--- src/rtl/alive_cmd_responder.sv ---
// alive_cmd_responder: 4-phase req/ack command responder with scratch regs and heartbeat.
// Revision 1.0
`default_nettype none

module alive_cmd_responder #(
  parameter int SYNC_STAGES = 2,
  parameter int HB_BITS     = 24,
  parameter int NREGS       = 4
) (
  input  logic       clk,
  input  logic       rst_n,
  input  logic       ena,
  input  logic [7:0] ui_in,
  input  logic [7:0] uio_in,
  output logic [7:0] uo_out,
  output logic [7:0] uio_out,
  output logic [7:0] uio_oe
);

  localparam logic [3:0] OP_NOP   = 4'd0;
  localparam logic [3:0] OP_WR    = 4'd1;
  localparam logic [3:0] OP_RD    = 4'd2;
  localparam logic [3:0] OP_RD_HB = 4'd3;
  localparam logic [3:0] OP_CLR   = 4'd4;
  localparam logic [HB_BITS-1:0] HB_ONE = {{(HB_BITS-1){1'b0}}, 1'b1};

  typedef enum logic [1:0] {
    IDLE = 2'd0,
    EXEC = 2'd1,
    ACK  = 2'd2
  } state_t;

  state_t state, state_nxt;

  logic [SYNC_STAGES-1:0] req_sync;
  logic                   req_s;
  logic [3:0]             op_q;
  logic [1:0]             addr_q;
  logic [7:0]             data_q;
  logic [7:0]             regs [NREGS];
  logic [HB_BITS-1:0]     hb;
  logic                   err;
  logic                   oe;
  logic [3:0]             done_cnt;
  logic [7:0]             rd_data;
  logic                   capture;
  logic                   execute;
  logic                   legal;
  logic                   unused_ui6;

  assign unused_ui6 = ui_in[6];
  assign req_s      = req_sync[SYNC_STAGES-1];
  assign capture    = (state == IDLE) && (state_nxt == EXEC);
  assign execute    = ena && (state == EXEC);
  assign legal      = (op_q <= OP_CLR);

  always_ff @(posedge clk or negedge rst_n) begin
    if (!rst_n) begin
      state <= IDLE;
    end else begin
      state <= state_nxt;
    end
  end

  always_comb begin
    state_nxt = state;
    if (!ena) begin
      state_nxt = IDLE;
    end else begin
      case (state)
        IDLE:    if (req_s) state_nxt = EXEC;
        EXEC:    state_nxt = ACK;
        ACK:     if (!req_s) state_nxt = IDLE;
        default: state_nxt = IDLE;
      endcase
    end
  end

  // req is the only asynchronous control; opcode/addr/data are held stable by the host.
  always_ff @(posedge clk or negedge rst_n) begin
    if (!rst_n) begin
      req_sync <= '0;
    end else begin
      req_sync <= {req_sync[SYNC_STAGES-2:0], ui_in[7]};
    end
  end

  always_ff @(posedge clk or negedge rst_n) begin
    if (!rst_n) begin
      hb <= '0;
    end else if (ena) begin
      hb <= hb + HB_ONE;
    end
  end

  always_ff @(posedge clk or negedge rst_n) begin
    if (!rst_n) begin
      op_q     <= OP_NOP;
      addr_q   <= 2'd0;
      data_q   <= 8'h00;
      err      <= 1'b0;
      oe       <= 1'b0;
      done_cnt <= 4'd0;
      rd_data  <= 8'h00;
      for (int i = 0; i < NREGS; i++) regs[i] <= 8'h00;
    end else begin
      if (capture) begin
        op_q   <= ui_in[3:0];
        addr_q <= ui_in[5:4];
        data_q <= uio_in;
      end
      if (execute) begin
        if (legal) begin
          err      <= 1'b0;
          done_cnt <= done_cnt + 4'd1;
        end else begin
          err <= 1'b1;
        end
        case (op_q)
          OP_WR:    regs[addr_q] <= data_q;
          OP_RD:    rd_data <= regs[addr_q];
          OP_RD_HB: rd_data <= hb[HB_BITS-1 -: 8];
          OP_CLR:   for (int i = 0; i < NREGS; i++) regs[i] <= 8'h00;
          default:  ;
        endcase
        oe <= (op_q == OP_RD) || (op_q == OP_RD_HB);
      end else if (!ena || ((state == ACK) && !req_s)) begin
        oe <= 1'b0;
      end
    end
  end

  assign uo_out  = {(state == ACK), hb[HB_BITS-1], err, (state != IDLE), done_cnt};
  assign uio_out = rd_data;
  assign uio_oe  = {8{oe}};

endmodule

`default_nettype wire

--- config.mk ---
export PLATFORM = sky130hd
export DESIGN_NAME = alive_cmd_responder
export DESIGN_NICKNAME = d
export VERILOG_FILES = /design/src/rtl/alive_cmd_responder.sv
export SDC_FILE = /design/constraint.sdc
export NUM_CORES = 1
export LEC_CHECK = 0
export BUFFER_PORTS_ARGS = -buffer_cell sky130_fd_sc_hd__buf_2
export CAP_MARGIN = 20
export CORE_UTILIZATION = 30
export DETAILED_ROUTE_END_ITERATION = 12
export SETUP_SLACK_MARGIN = 0.4
export SLEW_MARGIN = 0
export SYNTH_ARGS = -nofsm -noshare
export SYNTH_HDL_FRONTEND = slang
export SYNTH_SLANG_ARGS = --single-unit
export TNS_END_PERCENT = 100
--- constraint.sdc ---
create_clock -name clk -period 1.64 [get_ports clk]
set_input_delay 0.492 -clock clk [delete_from_list [all_inputs] [get_ports clk]]
set_output_delay 0.492 -clock clk [all_outputs]
set_load 0.01 [all_outputs]
======== Yosys cells after proc, flatten, opt, wreduce, memory -nomap -nowiden ========
Cells that the tools add are included.
storage, ports and cells
  memories kept ........................... 0
  word-level logic and storage cells ...... 58
  output and inout bits ................... 24
  ROM bits ................................ 0
  register bits ........................... 88
  memory bits (writable) .................. 0
  bits in latches ......................... 0
cells by class
  $add $sub $neg .......................... 2
  eq/ne operators ......................... 7
  shift-type cells ........................ 0
  reductions and logical operators ........ 16
  bitwise gates (word level) .............. 1
  order comparisons ....................... 3
  muxes and demuxes ....................... 15
  divide/modulo/power cells ............... 0
  multiply operators ...................... 0
operator list
  operator                                                        count
  one-hot mux 32 bit (2 select lines)                             1
  bitwise mux 32 bit                                              1
  adder 24 x 1 -> 24 bit, second input constant                   1
  two-way mux 8 bit                                               3
  binary-select mux 8 bit (select 2 bit)                          1
  demux 8 bit (select 2 bit)                                      1
  one-hot mux 8 bit (2 select lines)                              1
  == test 4 x 2 -> 1 bit, second input constant                   2
  nonzero test 2 bit                                              4
  two-way mux 2 bit                                               3
  one-hot mux 2 bit (3 select lines)                              1
  AND reduction 2 bit                                             3
  adder 4 x 1 -> 4 bit, second input constant                     1
  == test 2 x 1 -> 1 bit, second input constant                   2
  == test 4 x 1 -> 1 bit, second input constant                   1
  == test 4 x 3 -> 1 bit, second input constant                   1
  less-or-equal comparator 4 x 3 -> 1 bit, second input constant  1
  logical AND 1 bit                                               4
  greater-or-equal comparator 3 bit, second input constant        1
  < comparator 3 x 1 -> 1 bit, second input constant              1
  two-way mux 1 bit                                               3
  inverter 2 -> 3 bit                                             1
  == test 2 bit, second input constant                            1
  logical NOT 1 bit                                               2
  2 further kinds                                                 3

======== Depth between registers and ports, before layout ========
  word-level depth ........................ 7
  mapped depth ............................ 6
  depth with buffers taken out ............ 5

======== Worst setup path before layout ========
OpenSTA, ideal clock, no wires.
  kind .................................... input to register
  from .................................... in ena
  to ...................................... reg regs[24] in the netlist's numbering
  data arrival time ....................... 1903 ps
  data required time ...................... 1573 ps
  slack ................................... -330 ps
  stages .................................. 6
  library setup time ...................... 67 ps
  buffers on the path ..................... 2
  cells stage by stage .................... buf_4 -> nand3b_4 -> or4_1 -> buf_2 -> nor4_4 -> a22o_1
between the ends
  word-level cells in the longest chain between the ends .. 2
ends and longest elaborated chain
  element                               line  source
  start: declaration                    12    input logic ena,
  logical AND 1 bit                     54    assign execute = ena && (state == EXEC);
  AND reduction 2 bit (no source line)  --
  end signal: indexed assignment        120   OP_WR: regs[addr_q] <= data_q;
  end: declaration                      40    logic [7:0] regs [NREGS];
Every way passes these cells.
A chain may end at the register's enable or synchronous reset.

======== Worst setup path after layout ========
  from .................................... reg state[0]
  to ...................................... reg regs[3] in the netlist's numbering
between the ends
  word-level cells in the longest chain between the ends .. 3
ends and longest elaborated chain
  element                               line  source
  start: declaration                    33    state_t state, state_nxt;
  start signal: assignment              61    state <= state_nxt;
  == test 2 x 1 -> 1 bit                54
  logical AND 1 bit                     54
  AND reduction 2 bit (no source line)  --
Every way passes these cells.

==> impl_summary.txt <==
----------------------------------------------------
[Clocking]
  Master cell of the clock root buffer ... clkbuf_16
  Number of sinks on the clock net ... 88
  Clock latency reported for the late side of the worst-skew pair ... around 0.34 ns
  Buffer levels on the longest clock path ... 2
  CTS H-tree depth ... 3
  Clock transition at the registers of the reported paths ... 0.06 ns
  CTS Buf Count ... 9
  CTS tree ... done

[Synth]
  Most frequent cells after synthesis ... 88 x dfrtp_1, 32 x a22o_1, 28 x nand2_1, 21 x xnor2_1, 16 x mux2_2
  Area leader, netlist ... dfrtp_1
  Dominant cells by area after synthesis ... dfrtp_1 57%, a22o_1 7.3%, xnor2_1 4.8%
  Synth warn ... 0
  Most frequently used cell type in the post-synthesis netlist ... dfrtp_1
  Number of register bits inferred by synthesis ... just under 90
  Primary flip-flop cell chosen by synthesis mapping ... dfrtp_1
  Post-synthesis cell count ... 299
  Distinct cell type count after synthesis ... 34
  Synthesized area ... 3840 µm²
  Synthesized area per cell ... 12.8 µm²
  Part of the Yosys area used for sequential elements ... 0.573
  Area fraction of the dominant cell type after synthesis ... 0.573
  Number of nets produced by synthesis ... 320
  Number of flops mapped to enable cells by yosys ... 0
  Async set-reset flop share out of synthesis ... 1.00

[Setup path]
  Crit path max fanout ... 4
  Number of logic stages on the critical path including buffering ... 6
  CP Buf/Inv Count ... 2
  Worst reg2reg path startpoint ... state[0]
  Reg2reg setup slack ... -0.12 ns
  Most common cell type on the critical path ... buf_6
  Worst setup path startpoint ... state[0]
  Data arrival time of the critical path ... between 2 and 2.5 ns
  Worst Path Class, Setup ... reg -> reg
  Endpoint of the most critical register-to-register path ... regs[3]
  Worst Setup Start Kind ... register
  Cell-by-cell listing of the critical path ... buf_6 -> nand3b_4 -> or4_4 -> nor3b_4 -> buf_6 -> a22o_1
  Length in cells of the worst reg-to-reg path ... 6
  Critical-path top delay cell ... or4_4
  Maximum cell stage delay along the critical path ... between 0.5 and 0.6 ns
  CP Capture Type ... register
  Critical path's top delay family ... simple AND/OR/NAND/NOR gates
  WP data required ... 1.92 ns

[Power]
  Final Total Pwr ... 7.15 mW
  Power density over cell area ... between 1000 and 1500 nW/µm²
  Static Leakage ... 2.69 nW
  Peak supply drop ... 804 µV

[Floorplan]
  Die X-Extent ... 115 µm
  Floorplan die height ... 115 µm
  Top-Level Pins ... 43
  Die area ... about 13000 µm²
  Core ar. ... 12300 µm²
  Initial standard-cell utilization of the core ... 0.313
  Number of rows created at floorplan ... 40

[Hold path]
  HP Class ... in -> async

[Finish]
  Area added between synthesis and finish ... 47.8%
  Net total in the final layout ... 439
  Number of antenna cells inserted ... 0
  Fraction of layout cells with a size suffix above 1 ... 0.515
  Final cell utilization of the core ... 0.463

[Global routing]
  Vias in the first global route ... about 3000
  Initial antenna violation count ... 0
  Total gr overflow ... 0
  Pin count of the biggest net entering global routing ... 36
  First-pass GRT wire length ... ~15000 µm
  GRT Resource Usage Total ... 0.153

[Timing]
  Worst relative slew slack ... 0.751
  Setup repair after global routing missed its margin ... true
  Final Hold Fails ... 0
  Max Fclk ... 569 MHz
  Number of pins exceeding their max-slew limit in the final report ... 0
  Final clock period utilization by the worst path ... 1.07
  Worst clock skew ... around 0.011 ns
  Transition at the pin with the smallest max-transition slack ... ~0.37 ns
  Post-layout min period ... 1.76 ns
  Fin worst setup slack ... -0.117 ns
  Number of setup violations in the final report ... 34
  Worst slack on hold paths ... 0.0554 ns

[Flow run]
  Number of max-cap violations ... 0

[Place]
  Port buffer count ... 41
  Gp weighted congestion ... 0.767
  Placed wire-length estimate ... roughly 5900 µm
  Pre-CTS setup slack ... -0.252 ns

[Route]
  Drt first-iter violations ... 84
  Number of detailed-routing iterations run before antenna repair ... 4
  Number of remaining DRC errors ... 0
  Total wirelength of the detailed-routed design ... roughly 9200 µm
  Total via count in the routed design ... 2789
  Number of nets still failing antenna checks after routing ... 0
  Vias/cell ... 4.72
  Average wire length per cell after detail routing ... 15.6 µm

[Outcome]
  Failing checks ... negative setup slack
  Status ... complete, but fails checks

----------------------------------------------------
registers in the layout, indices dropped and copies added, names as in the netlist, 4 cells and up:
signal / cells
regs: 32
hb: 24
data_q: 8
uio_out: 8
done_cnt: 4
op_q: 4
where the power goes:
part           internal, mW  switching, mW  total (mW)
sequential             2.63          0.338        2.97
clock                  1.22          0.823        2.04
combinational          1.26          0.881        2.14
per-stage QoR:
stage	cells	cell area [µm²]	setup TNS, ns
floorplan	299	3910	-4.33
CTS	578	5440	-2.59
detailed placement	530	4560	-7.85
finish	591	5680	-2.83
global route	591	5680	-5.17
global placement	530	4560	-7.35
cells in the final DEF, fill, tap and decap left out, types with 8 or more instances in the layout:
| master | Yosys | final |
|---|---|---|
| dfrtp_1 | 88 | 87 |
| buf_4 | 11 | 58 |
| buf_6 | 0 | 33 |
| a22o_1 | 32 | 32 |
| buf_2 | 4 | 27 |
| nand2_1 | 28 | 24 |
| xnor2_1 | 21 | 15 |
| mux2_4 | 0 | 15 |
| clkbuf_16 | 0 | 10 |
| nand4_1 | 9 | 9 |
| mux4_2 | 8 | 8 |
| a31oi_1 | 8 | 8 |
per-layer routing:
metal	up-vias	GRT usage	share of wire
li1	1320	-	-
met1	1414	0.193	0.46
met2	46	0.254	0.50
met3	9	0.0416	0.035
met4	0	0.0545	0.012
met5	-	0	0
worst reg2reg max path, delay by kind of cell (launching register included):
kind            cells  cell delay, ns
compound gates      1            0.13
buf+inv             2            0.26
flops               1            0.38
simple gates        3            0.93
cell families after synthesis:
| logic type | after synthesis | synth area share |
|---|---|---|
| compound gates | 48 | 0.0978 |
| mux | 24 | 0.0938 |
| xor+xnor | 27 | 0.0616 |
| buf+inv | 21 | 0.0326 |
| flops | 88 | 0.573 |
| fa+ha+maj | 2 | 0.00652 |
| simple gates | 89 | 0.134 |
how the worst max path moves through the flow:
stage | to | slack (ns)
finish | regs[3] | -0.12
global route | regs[3] | -0.19
CTS | regs[3] | -0.12
detailed placement | regs[22] | -0.25
global placement | regs[13] | -0.24
floorplan | regs[0] | -0.14
repair_timing:
| item | 4_1_cts | 5_1_grt |
|---|---|---|
| gates resized for setup | 79 | 32 |
| endpoints found under the setup margin | 102 | 105 |
| hold buffers | 0 | 0 |
| buffers inserted | 29 | 13 |
| cloned | 3 | 0 |
| pin swaps | 19 | 41 |
area by class of cell:
cell class / instances / area (µm²)
Fill cell: 1096 / 6590
Tap cell: 168 / 210
Multi-Input combinational cell: 190 / 1850
Clock inverter: 5 / 56.3
Sequential cell: 88 / 2200
Clock buffer: 11 / 243
Timing Repair Buffer: 126 / 1100
Inverter: 3 / 11.3
Note: power is estimated with default switching activity, not from simulation.
